File: src/rtl/background_vram_writer.sv
// ---------------------------------------------------------------------------
// background_vram_writer
//
// Queues CPU byte writes to background VRAM and replays them only while the
// video timing reports that VRAM may be written (blanking). It can also fill
// the 960-byte tile area of the nametable with a single value. The attribute
// bytes at 960..1023 are left to CPU writes.
//
// Address map for CPU requests:
//   0x000-0x1FF -> pattern memory (pmb_addr = address[8:0])
//   0x400-0x7FF -> nametable      (ntbl_addr = address[9:0])
//   anything else is dropped and raises the sticky unmapped_err flag.
//
// Ports:
//   clk           pixel clock
//   rst           asynchronous active-low reset
//   writable      high while VRAM may be written; registered before use
//   req_valid/req_ready/req_address/req_data   CPU write request handshake
//   fill_start    one-cycle pulse that starts a nametable fill
//   fill_value    tile byte written by the fill, latched at fill_start
//   fill_busy     high while a fill is pending or running
//   pmb_we/pmb_addr     pattern-memory write strobe and byte index
//   ntbl_we/ntbl_addr   nametable write strobe and byte index
//   wdata         write byte shared by both strobes
//   unmapped_err  sticky flag: an unmapped request was dropped
//   err_clr       clears unmapped_err (a same-cycle set wins)
// ---------------------------------------------------------------------------
module background_vram_writer #(
    parameter int FIFO_DEPTH = 8
) (
    input  logic        clk,
    input  logic        rst,
    input  logic        writable,
    input  logic        req_valid,
    output logic        req_ready,
    input  logic [11:0] req_address,
    input  logic [7:0]  req_data,
    input  logic        fill_start,
    input  logic [7:0]  fill_value,
    output logic        fill_busy,
    output logic        pmb_we,
    output logic [8:0]  pmb_addr,
    output logic        ntbl_we,
    output logic [9:0]  ntbl_addr,
    output logic [7:0]  wdata,
    output logic        unmapped_err,
    input  logic        err_clr
);

    localparam int         PTR_W     = $clog2(FIFO_DEPTH);
    localparam logic [9:0] FILL_LAST = 10'd959;

    typedef enum logic [1:0] {
        IDLE,
        DRAIN,
        FILL
    } state_t;

    state_t          state_reg;
    logic            writable_q;
    logic [19:0]     fifo_mem [FIFO_DEPTH];
    // One extra pointer bit distinguishes full from empty.
    logic [PTR_W:0]  wr_ptr_reg;
    logic [PTR_W:0]  rd_ptr_reg;
    logic            fifo_empty;
    logic            fifo_full;
    logic            push;
    logic            pop;
    logic [11:0]     head_addr;
    logic [7:0]      head_data;
    logic            head_is_pmb;
    logic            head_is_ntbl;
    logic            fill_accept;
    logic [7:0]      fill_value_reg;
    logic [9:0]      fill_idx_reg;
    logic            fill_pending_reg;

    assign fifo_empty = (wr_ptr_reg == rd_ptr_reg);
    assign fifo_full  = (wr_ptr_reg[PTR_W] != rd_ptr_reg[PTR_W]) &&
                        (wr_ptr_reg[PTR_W-1:0] == rd_ptr_reg[PTR_W-1:0]);

    // Ready depends only on pointer state, never on req_valid.
    assign req_ready = !fifo_full;
    assign push      = req_valid && !fifo_full;
    // Pops happen only in DRAIN and only while the registered window is open.
    assign pop       = (state_reg == DRAIN) && writable_q && !fifo_empty;

    assign {head_addr, head_data} = fifo_mem[rd_ptr_reg[PTR_W-1:0]];
    assign head_is_pmb  = (head_addr[11:9] == 3'b000);
    assign head_is_ntbl = (head_addr[11:10] == 2'b01);

    // A new fill is refused while one is already pending or running.
    assign fill_accept = fill_start && !fill_busy;

    // FIFO storage carries no reset; the pointers define what is valid.
    always_ff @(posedge clk) begin
        if (push) begin
            fifo_mem[wr_ptr_reg[PTR_W-1:0]] <= {req_address, req_data};
        end
    end

    always_ff @(posedge clk or negedge rst) begin
        if (!rst) begin
            wr_ptr_reg <= '0;
            rd_ptr_reg <= '0;
            writable_q <= 1'b0;
        end else begin
            writable_q <= writable;
            if (push) begin
                wr_ptr_reg <= wr_ptr_reg + 1'b1;
            end
            if (pop) begin
                rd_ptr_reg <= rd_ptr_reg + 1'b1;
            end
        end
    end

    always_ff @(posedge clk or negedge rst) begin
        if (!rst) begin
            state_reg        <= IDLE;
            fill_busy        <= 1'b0;
            fill_pending_reg <= 1'b0;
            fill_value_reg   <= '0;
            fill_idx_reg     <= '0;
            pmb_we           <= 1'b0;
            pmb_addr         <= '0;
            ntbl_we          <= 1'b0;
            ntbl_addr        <= '0;
            wdata            <= '0;
            unmapped_err     <= 1'b0;
        end else begin
            // Strobes are single-cycle; address and data simply hold.
            pmb_we  <= 1'b0;
            ntbl_we <= 1'b0;

            // Cleared here first so that a set further down wins.
            if (err_clr) begin
                unmapped_err <= 1'b0;
            end

            case (state_reg)
                IDLE: begin
                    // fill_busy stays high for the one IDLE cycle after the last
                    // fill write, unless a fill is already queued behind a drain.
                    if (!fill_pending_reg) begin
                        fill_busy <= 1'b0;
                    end
                    if (fill_pending_reg) begin
                        state_reg        <= FILL;
                        fill_pending_reg <= 1'b0;
                        fill_idx_reg     <= '0;
                    end else if (fill_accept) begin
                        state_reg      <= FILL;
                        fill_busy      <= 1'b1;
                        fill_value_reg <= fill_value;
                        fill_idx_reg   <= '0;
                    end else if (!fifo_empty && writable_q) begin
                        state_reg <= DRAIN;
                    end
                end

                DRAIN: begin
                    // A fill requested mid-drain waits until the drain ends.
                    if (fill_accept) begin
                        fill_pending_reg <= 1'b1;
                        fill_busy        <= 1'b1;
                        fill_value_reg   <= fill_value;
                    end
                    if (pop) begin
                        if (head_is_pmb) begin
                            pmb_we   <= 1'b1;
                            pmb_addr <= head_addr[8:0];
                            wdata    <= head_data;
                        end else if (head_is_ntbl) begin
                            ntbl_we   <= 1'b1;
                            ntbl_addr <= head_addr[9:0];
                            wdata     <= head_data;
                        end else begin
                            unmapped_err <= 1'b1;
                        end
                    end else begin
                        state_reg <= IDLE;
                    end
                end

                FILL: begin
                    // The index only advances on cycles that actually write.
                    if (writable_q) begin
                        ntbl_we   <= 1'b1;
                        ntbl_addr <= fill_idx_reg;
                        wdata     <= fill_value_reg;
                        if (fill_idx_reg == FILL_LAST) begin
                            state_reg <= IDLE;
                        end else begin
                            fill_idx_reg <= fill_idx_reg + 1'b1;
                        end
                    end
                end

                default: begin
                    state_reg <= IDLE;
                end
            endcase
        end
    end

endmodule

File: config.mk
export PLATFORM = sky130hd
export DESIGN_NAME = background_vram_writer
export DESIGN_NICKNAME = d
export VERILOG_FILES = /design/src/rtl/background_vram_writer.sv
export SDC_FILE = /design/constraint.sdc
export NUM_CORES = 1
export LEC_CHECK = 0
export ABC_AREA = 0
export CAP_MARGIN = 20
export CORE_MARGIN = 2
export CORE_UTILIZATION = 35
export CTS_CLUSTER_DIAMETER = 60
export DETAILED_ROUTE_END_ITERATION = 10
export GPL_ROUTABILITY_DRIVEN = 0
export GPL_TIMING_DRIVEN = 1
export PLACE_DENSITY = 0.62
export RECOVER_POWER = 50
export SETUP_SLACK_MARGIN = 0.15
export SLEW_MARGIN = 30
export SYNTH_ARGS = -nofsm -noshare
export SYNTH_HDL_FRONTEND = slang
export SYNTH_SLANG_ARGS = --single-unit
File: constraint.sdc
create_clock -name clk -period 3.56 [get_ports clk]
set_input_delay 0.534 -clock clk [delete_from_list [all_inputs] [get_ports clk]]
set_output_delay 0.534 -clock clk [all_outputs]
set_load 0.1 [all_outputs]
==> results.sh, run 1 <==
export IMPL_status="complete, but fails checks"
export IMPL_violations_in_the_final_reports="max-capacitance violations, max-slew violations"
export IMPL_p_total_mw=6.609
export IMPL_post_synth_xor_area_fraction=0.01659
export IMPL_ir_worst_vdd_mv=0.3422
export IMPL_min_path_type="flop to flop"
export IMPL_routed_wire_length_per_instance_um=19.34
export IMPL_grt_max_degree=43
export IMPL_ys_seq_elements=221
export IMPL_clock_fmax_mhz=382.7
export IMPL_power_density_mw_per_mm2=615.3
export IMPL_cts_max_level=1
export IMPL_io_pins=66
export IMPL_ctsLongestPathBuffers=3
export IMPL_layout_worst_path_cycle_share=0.7339
export IMPL_timing_critical_path_arrival_ns=2.99
export IMPL_worst_slew_pin_slew_ns=2.254
export IMPL_share_clk_of_total_power=0.331
export IMPL_power_internal_mw=4.749
export IMPL_layout_cells_sized_above_1=0.2415
export IMPL_power_switching_share=0.2814
export IMPL_num_vias=4585
export IMPL_crit_fanout=15
export IMPL_crit_family="multiplexers"
export IMPL_synth_lib_cells_used_distinct=44
export IMPL_unrepaired_setup_endpoints_after_global_routing="false"
export IMPL_core_footprint_mm2=0.02518
export IMPL_floorplan_die_area_mm2=0.02694
export IMPL_critical_path_startpoint_type="flop"
export IMPL_combinational_family_with_the_most_area_after_synthesis="multiplexers"
export IMPL_syn_inst=488
export IMPL_comb_power_share=0.167
export IMPL_routed_via_density=4.984
export IMPL_critical_path_cell_chain="mux4_1, mux2_2, nor2b_2, nand3b_1, mux2_2"
export IMPL_synth_compound_area_frac=0.02927
export IMPL_post_synth_top_count_cell="sky130_fd_sc_hd__edfxtp_1"
export IMPL_drt_drc_violations_left=0
export IMPL_avg_synthesized_cell_area_um2=18.39
export IMPL_synthTopCellsByArea="sky130_fd_sc_hd__edfxtp_1 54%, sky130_fd_sc_hd__dfrtp_1 17%, sky130_fd_sc_hd__mux2_2 7.0%, sky130_fd_sc_hd__mux4_2 7.0%, sky130_fd_sc_hd__mux4_1 3.5%"
export IMPL_count_of_flip_flops_with_a_built_in_enable_after_synthesis=160
export IMPL_synth_flop_cell="sky130_fd_sc_hd__edfxtp_1"
export IMPL_cts_made_buffers=22
export IMPL_worst_setup_path_end_kind="flop"
export IMPL_ff_to_ff_start="rd_ptr_reg[0]"
export IMPL_post_synth_most_frequent_cells="160 x sky130_fd_sc_hd__edfxtp_1, 61 x sky130_fd_sc_hd__dfrtp_1, 56 x sky130_fd_sc_hd__mux2_2"
export IMPL_postRouteAntennaNets=0
export IMPL_dpl_hpwl_mm=11.30
export IMPL_crit_path_frequent_cell="sky130_fd_sc_hd__mux2_2"
export IMPL_timing_final_crit_period_ns=2.613
export IMPL_vias_in_the_first_global_route=4846
export IMPL_setup_worst_path_class="flop to flop"
export IMPL_clk_transition_reported_paths_ns=0.06
export IMPL_netlist_top_cell_by_area="sky130_fd_sc_hd__edfxtp_1"
export IMPL_max_stage_delay_ns=0.62
export IMPL_buffers_inserted_by_post_cts_timing_repair=0
export IMPL_ys_async_sr_fraction=0.2760
export IMPL_die_width_um=164.1
export IMPL_critical_path_buf_inv_count=0
export IMPL_grt_util_all_layers=0.1353
export IMPL_timing_final_max_slew_violations=43
export IMPL_post_cts_resized=0
export IMPL_route_final_wire_length_mm=17.80
export IMPL_timing_setup_tns_ns=0
export IMPL_library_cell_contributing_the_largest_single_delay_on_the_critical_path="sky130_fd_sc_hd__dfrtp_2"
export IMPL_cp_startpoint="rd_ptr_reg[0]"
export IMPL_standby_leakage_power_nw=3.804
export IMPL_area_growth_syn_to_layout_pct=19.65
export IMPL_clock_tree_root_cell="sky130_fd_sc_hd__clkbuf_16"
export IMPL_critPathRequiredTime_ns=3.94
export IMPL_overflow=0
export IMPL_worst_hold_startpoint="fill_value_reg[6]"
export IMPL_sequentialPowerShare=0.502
export IMPL_synth_net_count=528
export IMPL_final_setup_viol_count=0
export IMPL_hold_viol_final=0
export IMPL_design_final_nets=614
export IMPL_portBuffers=65
export IMPL_skew_ns=0.007380
export IMPL_ctsHoldBuffers=0
export IMPL_cts_tree="built"
export IMPL_wire_length_of_the_first_global_routing_pass_mm=27.88
export IMPL_chipHeight_um=164.1
export IMPL_synth_simple_gate_area_frac=0.03973
export IMPL_synthDominantCellAreaShare=0.5353
export IMPL_power_switching_mw=1.860
export IMPL_timing_max_cap_violations=1
export IMPL_seq_area_frac_synth=0.7053
export IMPL_synthMuxAreaShare=0.1857
export IMPL_yosysWarningCount=0
export IMPL_largest_register_ff_count=160
export IMPL_drt_pass1_iterations=4
export IMPL_post_synth_fa_ha_maj_area_fraction=0.008364
export IMPL_cts_num_sinks=221
export IMPL_worstSkewPairLatency_ns=0.50
export IMPL_netlist_area_mm2=0.008976
export IMPL_fp_row_count=58
export IMPL_start_util=0.3565
export IMPL_drt_first_iter_violations=379
export IMPL_initial_antenna_violation_count=3
export IMPL_maxSlewHeadroom=-0.5027
## metal layers
layer / vias to the layer above / routed length [um] / GRT usage
met5: - / 13 / 0
met4: 2 / 316 / 0.03708
met3: 23 / 961 / 0.03283
met2: 99 / 8833 / 0.2246
met1: 2370 / 7670 / 0.1778
li1: 2091 / - / -
## per-stage QoR
step	instances	setup slack (ns)	hold slack [ns]	cell area, um^2	util
5_1_grt	918	0.6971	0.5269	10740	0.4263
6_report	920	0.9473	0.5095	10740	0.4265
4_1_cts	918	0.8931	0.2038	10740	0.4267
2_1_floorplan	488	0.2064	0.2384	8986	-
3_3_place_gp	880	0.9816	0.4832	10060	0.3994
3_5_place_dp	880	0.8990	0.4961	10060	0.3994
## final timing paths
check | endpoint | slack [ns] | cells past startpoint
worst max-delay path | pmb_addr[5] | 0.95 | 5
worst min-delay path | fill_value_reg[6] | 0.51 | 1
worst max register to register | pmb_addr[5] | 0.95 | 5
worst min register to register | fill_value_reg[6] | 0.51 | 1
max in group asynchronous | rd_ptr_reg[0] | 1.56 | 2
min in group asynchronous | fill_idx_reg[5] | 0.70 | 1
## worst reg2reg max path, cell delays in order, from the launching register on
cell and delay (ns):
sky130_fd_sc_hd__dfrtp_2 0.62, sky130_fd_sc_hd__mux4_1 0.60, sky130_fd_sc_hd__mux2_2 0.33, sky130_fd_sc_hd__nor2b_2 0.17, sky130_fd_sc_hd__nand3b_1 0.36, sky130_fd_sc_hd__mux2_2 0.41
## logic make-up (layout without fill, tap and decap cells)
logic type / Yosys count / after routing
AOI/OAI and AO/OA: 38 / 38
xor gates and xnor gates: 17 / 17
adders and majority gates: 6 / 6
buffers and inverters: 26 / 126
DFF: 221 / 221
muxes: 105 / 105
other: 0 / 2
and+or+nand+nor: 75 / 75
## layout make-up
cell class | count | area (um^2)
timing repair buffer | 82 | 762.0
antenna | 2 | 5.005
sequential | 221 | 6332
clock inverter | 15 | 110.1
clock buffer | 23 | 575.6
tap | 330 | 412.9
inverter | 6 | 22.52
multi-input combinational | 241 | 2520
fill | 2146 | 14440
## cells in the final DEF (no fill, tap or decap), drive strengths merged, types with 16 or more instances in the layout
master,n
clkdlybuf4s50,42
nor2,19
clkbuf,26
dlygate4sd3,21
nand2,27
edfxtp,160
mux4,40
dfrtp,61
mux2,56
o21ai,16
buf,16
## power by group through the flow
| stage | Sequential [mW] | Clock (mW) | Combinational (mW) |
|---|---|---|---|
| final | 3.31 | 2.19 | 1.10 |
| after global routing | 3.35 | 2.36 | 1.18 |
| after CTS | 3.32 | 2.24 | 1.13 |
| after detailed placement | 3.37 | 0 | 1.13 |
| after global placement | 3.34 | 0 | 1.10 |
| after floorplan | 3.61 | 0 | 0.476 |
Power figures use the tool's default switching activity.
==> inputs of run 2 (changes only) <==
==> constraint.sdc (replaced) <==
create_clock -name clk -period 2.59 [get_ports clk]
set_input_delay 0.3885 -clock clk [delete_from_list [all_inputs] [get_ports clk]]
set_output_delay 0.3885 -clock clk [all_outputs]
set_load 0.1 [all_outputs]
==> run 2 against run 1 <==
The run now ends clean. Hold slack got worse by 0.065 ns. Register-to-register slack got worse by 0.72 ns. Clock skew increased by 0.00073 ns. Non-clock buffer count increased by 17. First-iteration DRC count decreased by 15%. Clock-buffer cell count increased by 7. Via count increased by 1.6%. Global-route usage increased by 0.47 points. Die area unchanged.
==> results.sh, run 2 (same netlist as run 1, synthesis figures left out) <==
export IMPL_hold_viol_final=0
export IMPL_place_ws_ns=0.08374
export IMPL_critical_path_startpoint_type="flop"
export IMPL_timing_max_cap_violations=0
export IMPL_worst_setup_path_end_kind="flop"
export IMPL_nFillCells=2162
export IMPL_largest_register_ff_count=160
export IMPL_initial_antenna_violation_count=1
export IMPL_max_stage_delay_ns=0.51
export IMPL_worst_hold_startpoint="writable"
export IMPL_drt_drc_violations_left=0
export IMPL_power_density_mw_per_mm2=867.4
export IMPL_use_met3=0.02475
export IMPL_layout_worst_path_cycle_share=0.9130
export IMPL_r2r_worst_path_cells=7
export IMPL_mostFrequentLayoutCell="sky130_fd_sc_hd__edfxtp_1"
export IMPL_critical_path_reg2reg_endpoint="wdata[2]"
export IMPL_overflow=0
export IMPL_worstHoldEndpoint="writable_q"
export IMPL_layout_cells_sized_above_1=0.3109
export IMPL_io_pins=66
export IMPL_cts_max_level=1
export IMPL_core_footprint_mm2=0.02518
export IMPL_critical_path_cell_chain="buf_4, mux4_2, mux2i_1, nor2_1, o32ai_4, buf_12, mux2_2"
export IMPL_setup_worst_path_class="flop to flop"
export IMPL_start_util=0.3565
export IMPL_cts_num_sinks=221
export IMPL_area_growth_syn_to_layout_pct=23.42
export IMPL_fp_row_count=58
export IMPL_critical_path_buf_inv_count=2
export IMPL_grt_most_used_layer="met2"
export IMPL_dpl_hpwl_mm=11.83
export IMPL_critPathRequiredTime_ns=2.98
export IMPL_unrepaired_setup_endpoints_after_global_routing="false"
export IMPL_routed_via_density=4.961
export IMPL_standby_leakage_power_nw=3.993
export IMPL_die_width_um=164.1
export IMPL_clock_fmax_mhz=422.9
export IMPL_floorplan_die_area_mm2=0.02694
export IMPL_worst_slew_pin_slew_ns=1.186
export IMPL_maxSlewHeadroom=0.2128
export IMPL_min_path_type="primary input to flop"
export IMPL_final_setup_worst_slack_ns=0.2253
export IMPL_worstSkewPairLatency_ns=0.50
export IMPL_timing_final_max_slew_violations=0
export IMPL_groute_layer_met1_usage=0.1851
export IMPL_grt_max_degree=41
export IMPL_num_vias=4658
export IMPL_ff_to_ff_start="rd_ptr_reg[0]"
export IMPL_cts_made_buffers=23
export IMPL_cts_tree="built"
export IMPL_wire_length_of_the_first_global_routing_pass_mm=28.66
export IMPL_place_inst=893
export IMPL_vias_in_the_first_global_route=4900
export IMPL_ir_worst_vdd_mv=0.5403
export IMPL_clock_tree_root_cell="sky130_fd_sc_hd__clkbuf_16"
export IMPL_drt_first_iter_violations=321
export IMPL_final_util=0.4399
export IMPL_chipHeight_um=164.1
export IMPL_timing_hold_ws_ns=0.4449
export IMPL_final_setup_viol_count=0
export IMPL_crit_family="multiplexers"
export IMPL_route_final_wire_length_mm=18.36
export IMPL_holdPathStages=1
export IMPL_postRouteAntennaNets=0
export IMPL_final_instance_count_excl_fill=939
export IMPL_layout_common_cells="160 x sky130_fd_sc_hd__edfxtp_1, 59 x sky130_fd_sc_hd__dfrtp_1, 56 x sky130_fd_sc_hd__mux2_2, 37 x sky130_fd_sc_hd__buf_4, 28 x sky130_fd_sc_hd__mux4_2"
export IMPL_status="completed"
export IMPL_portBuffers=65
export IMPL_clk_transition_reported_paths_ns=0.06
export IMPL_skew_ns=0.008106
export IMPL_timing_final_crit_period_ns=2.365
export IMPL_timing_critical_path_arrival_ns=2.75
export IMPL_grt_util_all_layers=0.1400
export IMPL_reg2reg_setup_slack_ns=0.23
export IMPL_design_final_nets=632
export IMPL_library_cell_contributing_the_largest_single_delay_on_the_critical_path="sky130_fd_sc_hd__dfrtp_2"
export IMPL_ctsLongestPathBuffers=3
export IMPL_drt_pass1_iterations=4
export IMPL_met2_track_demand_over_resource=0.2402
export IMPL_crit_fanout=11
export IMPL_routed_wire_length_per_instance_um=19.55
[run 2: where the power goes]
part	leakage [nW]	switching (mW)	internal (mW)
Combinational	1.39	1.10	0.575
Clock	0.367	1.29	2.07
Sequential	2.24	0.252	4.32
[run 2: worst max-delay path by stage]
stage	start	cells after the start	end	slack, ns
floorplan	wr_ptr_reg[2]	6	fifo_mem[0][0]	-0.40
global placement	rd_ptr_reg[0]	4	wdata[5]	0.16
detailed placement	rd_ptr_reg[0]	4	wdata[2]	0.08
CTS	rd_ptr_reg[0]	6	wdata[2]	0.20
global route	rd_ptr_reg[0]	7	wdata[2]	0.16
finish	rd_ptr_reg[0]	7	wdata[2]	0.23
[run 2: what timing repair did]
item / in CTS / in global routing
hold buffers: 0 / 1
pin swaps: 1 / 0
endpoints found under the setup margin: 8 / 12
resized for setup: 0 / 1
hold endpoints to repair: 0 / 34
buffers inserted: 1 / 2
[run 2: cell type report]
type / instances / area [um^2] / share of cell area
well taps: 330 / 412.9 / 0.03727
multi-input cells: 241 / 2608 / 0.2354
diodes: 1 / 2.502 / 0.0002259
inverters: 6 / 22.52 / 0.002033
clock buffers: 30 / 611.8 / 0.05523
flip-flops and latches: 221 / 6334 / 0.5717
repair buffers: 99 / 920.9 / 0.08313
clock inverters: 11 / 166.4 / 0.01502
[run 2: per-layer routing]
metal / wire length, um / share of wire
met2: 9229 / 0.50
met5: 0 / 0
met4: 226 / 0.012
met1: 7960 / 0.43
met3: 939 / 0.051
[run 2: stage by stage]
stage          power (mW)  TNS (ns)  area [um^2]
4_1_cts             9.756         0        11100
5_1_grt             9.999         0        11080
3_5_place_dp        6.372         0        10300
2_1_floorplan       5.723    -35.18         9087
3_3_place_gp        6.319         0        10300
6_report            9.609         0        11080
[run 2: worst reg2reg max path, stage by stage (launching register included)]
cell,delay [ns]
sky130_fd_sc_hd__dfrtp_2,0.51
sky130_fd_sc_hd__buf_4,0.17
sky130_fd_sc_hd__mux4_2,0.48
sky130_fd_sc_hd__mux2i_1,0.18
sky130_fd_sc_hd__nor2_1,0.11
sky130_fd_sc_hd__o32ai_4,0.31
sky130_fd_sc_hd__buf_12,0.16
sky130_fd_sc_hd__mux2_2,0.34
==> inputs of run 3 (changes only) <==
--- a/config.mk
+++ b/config.mk
@@ -10,13 +10,13 @@
 export CORE_MARGIN = 2
 export CORE_UTILIZATION = 35
 export CTS_CLUSTER_DIAMETER = 60
+export CTS_CLUSTER_SIZE = 8
 export DETAILED_ROUTE_END_ITERATION = 10
 export GPL_ROUTABILITY_DRIVEN = 0
 export GPL_TIMING_DRIVEN = 1
 export PLACE_DENSITY = 0.62
 export RECOVER_POWER = 50
 export SETUP_SLACK_MARGIN = 0.15
-export SLEW_MARGIN = 30
 export SYNTH_ARGS = -nofsm -noshare
 export SYNTH_HDL_FRONTEND = slang
 export SYNTH_SLANG_ARGS = --single-unit
==> constraint.sdc (replaced) <==
create_clock -name clk -period 2.59 [get_ports clk]
set_input_delay 0.6475 -clock clk [delete_from_list [all_inputs] [get_ports clk]]
set_output_delay 0.6475 -clock clk [all_outputs]
set_load 0.1 [all_outputs]
==> run 3 against run 2 <==
Final area is 3.5% higher. Clock-buffer cell count is 24 higher. The run now ends with max-capacitance violations, max-slew violations left. Total power is 4.1% higher. Largest power group unchanged. Setup slack worse by 0.038 ns. Via count is 3.3% higher. Combinational power is 7% higher. Sequential share of layout area is 1.9 points lower.
==> results.sh, run 3 (same netlist as run 1, synthesis figures left out) <==
export IMPL_routed_wire_length_per_instance_um=19.49
export IMPL_library_cell_contributing_the_largest_single_delay_on_the_critical_path="sky130_fd_sc_hd__mux4_1"
export IMPL_dpl_hpwl_mm=11.80
export IMPL_start_util=0.3565
export IMPL_drt_pass1_iterations=4
export IMPL_vias_in_the_first_global_route=5215
export IMPL_largest_register_ff_count=160
export IMPL_layout_worst_path_cycle_share=0.9276
export IMPL_holdPathStages=1
export IMPL_grt_util_all_layers=0.1443
export IMPL_fp_row_count=58
export IMPL_drt_first_iter_violations=395
export IMPL_worstHoldEndpoint="ntbl_addr[4]"
export IMPL_wire_length_of_the_first_global_routing_pass_mm=29.60
export IMPL_cts_made_buffers=31
export IMPL_clk_transition_reported_paths_ns=0.05
export IMPL_cts_num_sinks=221
export IMPL_worst_setup_path_end_kind="flop"
export IMPL_ctsHoldBuffers=0
export IMPL_critical_path_buf_inv_count=3
export IMPL_clock_tree_root_cell="sky130_fd_sc_hd__clkbuf_16"
export IMPL_core_footprint_mm2=0.02518
export IMPL_routed_via_density=4.934
export IMPL_initial_antenna_violation_count=4
export IMPL_nFillCells=2100
export IMPL_critical_path_cell_chain="buf_4, buf_4, mux4_1, mux2_4, nor2_4, o32ai_4, buf_12, mux2_2"
export IMPL_critPathRequiredTime_ns=3.00
export IMPL_cts_tree="built"
export IMPL_design_final_nets=660
export IMPL_postRouteAntennaNets=0
export IMPL_power_density_mw_per_mm2=871.7
export IMPL_r2r_worst_path_cells=8
export IMPL_timing_critical_path_arrival_ns=2.81
export IMPL_die_width_um=164.1
export IMPL_timing_max_cap_violations=1
export IMPL_num_vias=4811
export IMPL_status="complete, but fails checks"
export IMPL_worst_hold_startpoint="ntbl_addr[4]"
export IMPL_route_final_wire_length_mm=19.00
export IMPL_max_stage_delay_ns=0.57
export IMPL_reg2reg_setup_slack_ns=0.19
export IMPL_chipHeight_um=164.1
export IMPL_final_util=0.4555
export IMPL_min_path_type="flop to flop"
export IMPL_standby_leakage_power_nw=4.223
export IMPL_maxSlewHeadroom=-0.03259
export IMPL_mostFrequentLayoutCell="sky130_fd_sc_hd__edfxtp_1"
export IMPL_unrepaired_setup_endpoints_after_global_routing="true"
export IMPL_timing_final_max_slew_violations=62
export IMPL_critical_path_startpoint_type="flop"
export IMPL_layout_common_cells="160 x sky130_fd_sc_hd__edfxtp_1, 56 x sky130_fd_sc_hd__dfrtp_1, 55 x sky130_fd_sc_hd__mux2_2, 54 x sky130_fd_sc_hd__buf_4, 32 x sky130_fd_sc_hd__clkbuf_16"
export IMPL_worst_slew_pin_slew_ns=1.549
export IMPL_setup_worst_path_class="flop to flop"
export IMPL_worstSkewPairLatency_ns=0.54
export IMPL_portBuffers=65
export IMPL_ir_worst_vdd_mv=0.5659
export IMPL_multi_input_area_mm2=0.002650
export IMPL_area_growth_syn_to_layout_pct=27.79
export IMPL_overflow=0
export IMPL_layout_cells_sized_above_1=0.3546
export IMPL_timing_final_crit_period_ns=2.403
export IMPL_crit_fanout=8
export IMPL_clock_fmax_mhz=416.2
export IMPL_p_total_mw=9.999
export IMPL_place_ws_ns=0.1389
export IMPL_final_setup_worst_slack_ns=0.1875
export IMPL_crit_path_frequent_cell="sky130_fd_sc_hd__buf_4"
export IMPL_drt_drc_violations_left=0
export IMPL_hold_viol_final=0
export IMPL_skew_ns=0.01823
export IMPL_violations_in_the_final_reports="max-capacitance violations, max-slew violations"
export IMPL_seqCellArea_mm2=0.006337
export IMPL_ff_to_ff_start="rd_ptr_reg[0]"
export IMPL_floorplan_die_area_mm2=0.02694
export IMPL_crit_family="multiplexers"
export IMPL_cts_max_level=1
export IMPL_grt_max_degree=62
export IMPL_ctsLongestPathBuffers=3
export IMPL_critical_path_reg2reg_endpoint="wdata[4]"
export IMPL_io_pins=66
export IMPL_final_setup_viol_count=0
[run 3: cell count changes in the layout (fill, tap and decap cells not counted), sizes merged, moves of 4 or more]
| cell | before | now |
|---|---|---|
| buf | 50 | 73 |
| clkbuf | 46 | 67 |
| bufinv | 4 | 0 |
| clkinvlp | 4 | 0 |
[run 3: worst reg2reg max path: stages, from the launching register on]
cell and delay [ns]:
sky130_fd_sc_hd__dfrtp_2 0.39, sky130_fd_sc_hd__buf_4 0.17, sky130_fd_sc_hd__buf_4 0.15, sky130_fd_sc_hd__mux4_1 0.57, sky130_fd_sc_hd__mux2_4 0.33, sky130_fd_sc_hd__nor2_4 0.14
sky130_fd_sc_hd__o32ai_4 0.10, sky130_fd_sc_hd__buf_12 0.16, sky130_fd_sc_hd__mux2_2 0.27
[run 3: power by group]
group,total (mW),leakage [nW],switching (mW),internal [mW]
Combinational,1.80,1.57,1.12,0.683
Sequential,4.59,2.23,0.257,4.33
Clock,3.61,0.418,1.39,2.22
Total,10.0,4.22,2.77,7.23
[run 3: stage by stage]
| step | TNS [ns] | std cells | hold slack [ns] | cell area [um^2] |
|---|---|---|---|---|
| after CTS | 0 | 961 | 0.1092 | 11340 |
| final | 0 | 975 | 0.5080 | 11470 |
| after global routing | 0 | 974 | 0.5300 | 11470 |
| after global placement | 0 | 894 | 0.4899 | 10320 |
| after floorplan | -35.18 | 488 | 0.3519 | 9087 |
| after detailed placement | 0 | 894 | 0.4989 | 10320 |
[run 3: layout make-up]
class,instances,share of cell area
diodes,2,0.0004363
clock buffers,54,0.07515
clock inverters,2,0.001200
inverters,6,0.001963
multi-input cells,241,0.2310
flip-flops and latches,221,0.5525
well taps,330,0.03599
repair buffers,119,0.1018
[run 3: worst max-delay path by stage]
stage,start,end,cells past startpoint,slack [ns]
final,rd_ptr_reg[0],wdata[4],8,0.19
after global routing,rd_ptr_reg[0],wdata[4],8,0.11
after CTS,rd_ptr_reg[0],req_ready,5,0.15
after detailed placement,rd_ptr_reg[0],wdata[2],4,0.14
after global placement,rd_ptr_reg[0],wdata[1],4,0.21
after floorplan,wr_ptr_reg[2],fifo_mem[0][0],6,-0.40
[run 3: routing by layer]
| metal | global-route usage | part of all wire |
|---|---|---|
| met3 | 0.03106 | 0.048 |
| met2 | 0.2434 | 0.51 |
| met1 | 0.1883 | 0.43 |
| met4 | 0.04067 | 0.016 |
| met5 | 0 | 0.00084 |
[run 3: timing repair]
action	in CTS	in global routing
setup endpoints to repair	9	54
pin swaps	2	6
gates cloned	1	2
resized for setup	7	14
hold endpoints to repair	0	0
buffers inserted	10	10
==> RTL edit: new RTL, config.mk and constraints of run 2 <==
One comparison of `fill_idx_reg` changes from == to >=.
--- a/src/rtl/background_vram_writer.sv
+++ b/src/rtl/background_vram_writer.sv
@@ -189,7 +189,7 @@
                         ntbl_we   <= 1'b1;
                         ntbl_addr <= fill_idx_reg;
                         wdata     <= fill_value_reg;
-                        if (fill_idx_reg == FILL_LAST) begin
+                        if (fill_idx_reg >= FILL_LAST) begin
                             state_reg <= IDLE;
                         end else begin
                             fill_idx_reg <= fill_idx_reg + 1'b1;
Check against the original RTL: no difference found for any inputs over 4 cycles, from zero or initial values and one cycle with rst low; that may be too few to reach the edited logic, so the function may still have changed.
==> RTL edit against run 2 <==
  * The flow now finishes with violations (capacitance limit, slew limit)
  * Core utilization is 0.51 points lower
  * Routed wire length is 3.7% lower
  * Design area is 1.2% lower
  * Area after synthesis is 0.26% higher
  * Worst setup slack better by 0.026 ns
  * First-iteration DRC count is 15% lower
  * Die area is 0.26% higher
  * Global-route usage is 0.54 points lower
  * Sequential cell count stayed put
Power is not compared: it rests on default switching activity, and its combinational part moved more than twofold at a synthesized area within 25%.
==> RTL edit: results (changes against run 2) <==
Result of the run: finished with violations (was complete, no violations). The final reports fail on capacitance limit, slew limit. The aggregate global-route resource usage came out at 13.5% (was 14.0%). The actual transition at the worst max-transition pin is 1.51 ns (was 1.19 ns). The critical path arrival is 1.95 ns (was 2.75 ns).

The overall via count from detail_route came out at 4615 (was 4658). The number of standard cells in the final layout excluding fillers came out at 934 (was 939). The mean routed wirelength per cell came out at 18.9 um (was 19.5 um). The number of max-cap violations came out at 1 (was 0).

The number of distinct library cells after synthesis is 43 (was 44). The wire length of the first global-routing pass is 28.0 mm (was 28.7 mm). The post-CTS setup buffer count was 0 (was 1).

The worst-case register-to-register setup slack came out at 0.29 ns (was 0.23 ns). The initial antenna violation count is 2 (was 1). The terminus of the critical flop-to-flop path is fill_idx_reg[5]$_DFFE_PN0P_ (was wdata[2]$_DFFE_PN0P_).

The net count of the finished layout is 627 (was 632). The post-synth net total was 531 (was 528). The longest individual stage delay on the worst path came to 0.49 ns (was 0.51 ns). The fill cell instance count of the final layout is 2168 (was 2162). The source of the worst register-to-register timing path is fill_idx_reg[0]$_DFFE_PN0P_ (was rd_ptr_reg[0]$_DFFE_PN0P_). The largest clock skew in the final design is 0.0105 ns (was 0.00811 ns). The cell total after placement came out at 891 (was 893). The depth of the worst register-to-register path was 6 (was 7). Top area cells in the synthesized netlist: sky130_fd_sc_hd__edfxtp_1, sky130_fd_sc_hd__dfrtp_1, sky130_fd_sc_hd__mux4_2 (was sky130_fd_sc_hd__edfxtp_1, sky130_fd_sc_hd__dfrtp_1, sky130_fd_sc_hd__mux2_2).

The highest fanout seen on the critical path was 18 (was 11). The post-detailed-placement half-perimeter wirelength came out at 11.6 mm (was 11.8 mm). The number of pins with negative max-slew slack in the final report is 62 (was 0).
RTL edit: worst max-delay path by stage:
stage                                    startpoint                         to  slack, ns  cells past startpoint
after detailed placement  rd_ptr_reg[2]$_DFFE_PN0P_  fifo_mem[0][16]$_DFFE_PP_       0.33                      7
after CTS                 rd_ptr_reg[0]$_DFFE_PN0P_                  req_ready       0.21                      5
final                     rd_ptr_reg[0]$_DFFE_PN0P_                  req_ready       0.25                      5
after floorplan           rd_ptr_reg[2]$_DFFE_PN0P_   fifo_mem[4][0]$_DFFE_PP_      -0.50                      5
after global routing      rd_ptr_reg[0]$_DFFE_PN0P_                  req_ready       0.15                      5
after global placement    rd_ptr_reg[2]$_DFFE_PN0P_  fifo_mem[0][13]$_DFFE_PP_       0.39                      7
RTL edit: kinds of logic (layout without fill, tap and decap cells):
logic type                 count (synthesis)  count (layout)  synth area share [%]
and+or+nand+nor                           72              72                  3.99
DFF                                      221             221                  70.3
other                                      0               1                     0
AOI/OAI and AO/OA                         50              50                  3.46
adders and majority gates                  6               6                 0.834
buffers and inverters                     28             140                  2.06
xor gates and xnor gates                  16              16                  1.56
muxes                                     98              98                  17.8
RTL edit: metal layers:
| layer | part of all wire [%] | vias to the layer above | GRT usage (%) |
|---|---|---|---|
| met1 | 44 | 2381 | 18.5 |
| met3 | 4.3 | 24 | 1.94 |
| met4 | 1.8 | 2 | 3.51 |
| met5 | 0.062 | - | 0 |
| li1 | - | 2115 | - |
| met2 | 49 | 93 | 22.5 |
RTL edit: layout make-up:
cell class	instances	area share, %
Sequential cell	221	57.9
Clock buffer	31	5.62
Inverter	8	0.274
Clock inverter	10	0.800
Tap cell	330	3.77
Antenna cell	1	0.0229
Timing Repair Buffer	91	7.76
Multi-Input combinational cell	242	23.9
RTL edit: metrics by stage:
stage | setup slack, ns | hold WS (ns) | cell area [um2]
final | 0.251 | 0.448 | 11000
after global routing | 0.151 | 0.438 | 11000
after CTS | 0.207 | 0.315 | 11000
after detailed placement | 0.329 | 0.423 | 10300
after global placement | 0.386 | 0.415 | 10300
after floorplan | -0.496 | 0.0929 | 9140
RTL edit: power by group through the flow:
stage	clock, mW	combinational, mW	sequential, mW
2_1_floorplan	0	3.03	6.35
3_3_place_gp	0	5.69	5.07
3_5_place_dp	0	5.76	5.10
4_1_cts	3.16	5.77	5.05
5_1_grt	3.30	5.99	5.11
6_report	3.07	5.63	5.03
RTL edit: critical path, delay by kind of cell, from the launching register on:
family / cells / cell delay (ns)
buffers and inverters: 3 / 0.58
DFF: 1 / 0.49
and+or+nand+nor: 1 / 0.20
xor gates and xnor gates: 1 / 0.19
RTL edit: what timing repair did:
action,in CTS,in global routing
endpoints found under the setup margin,1,0
hold endpoints to repair,61,0
resized for setup,1,0
hold buffers,1,0
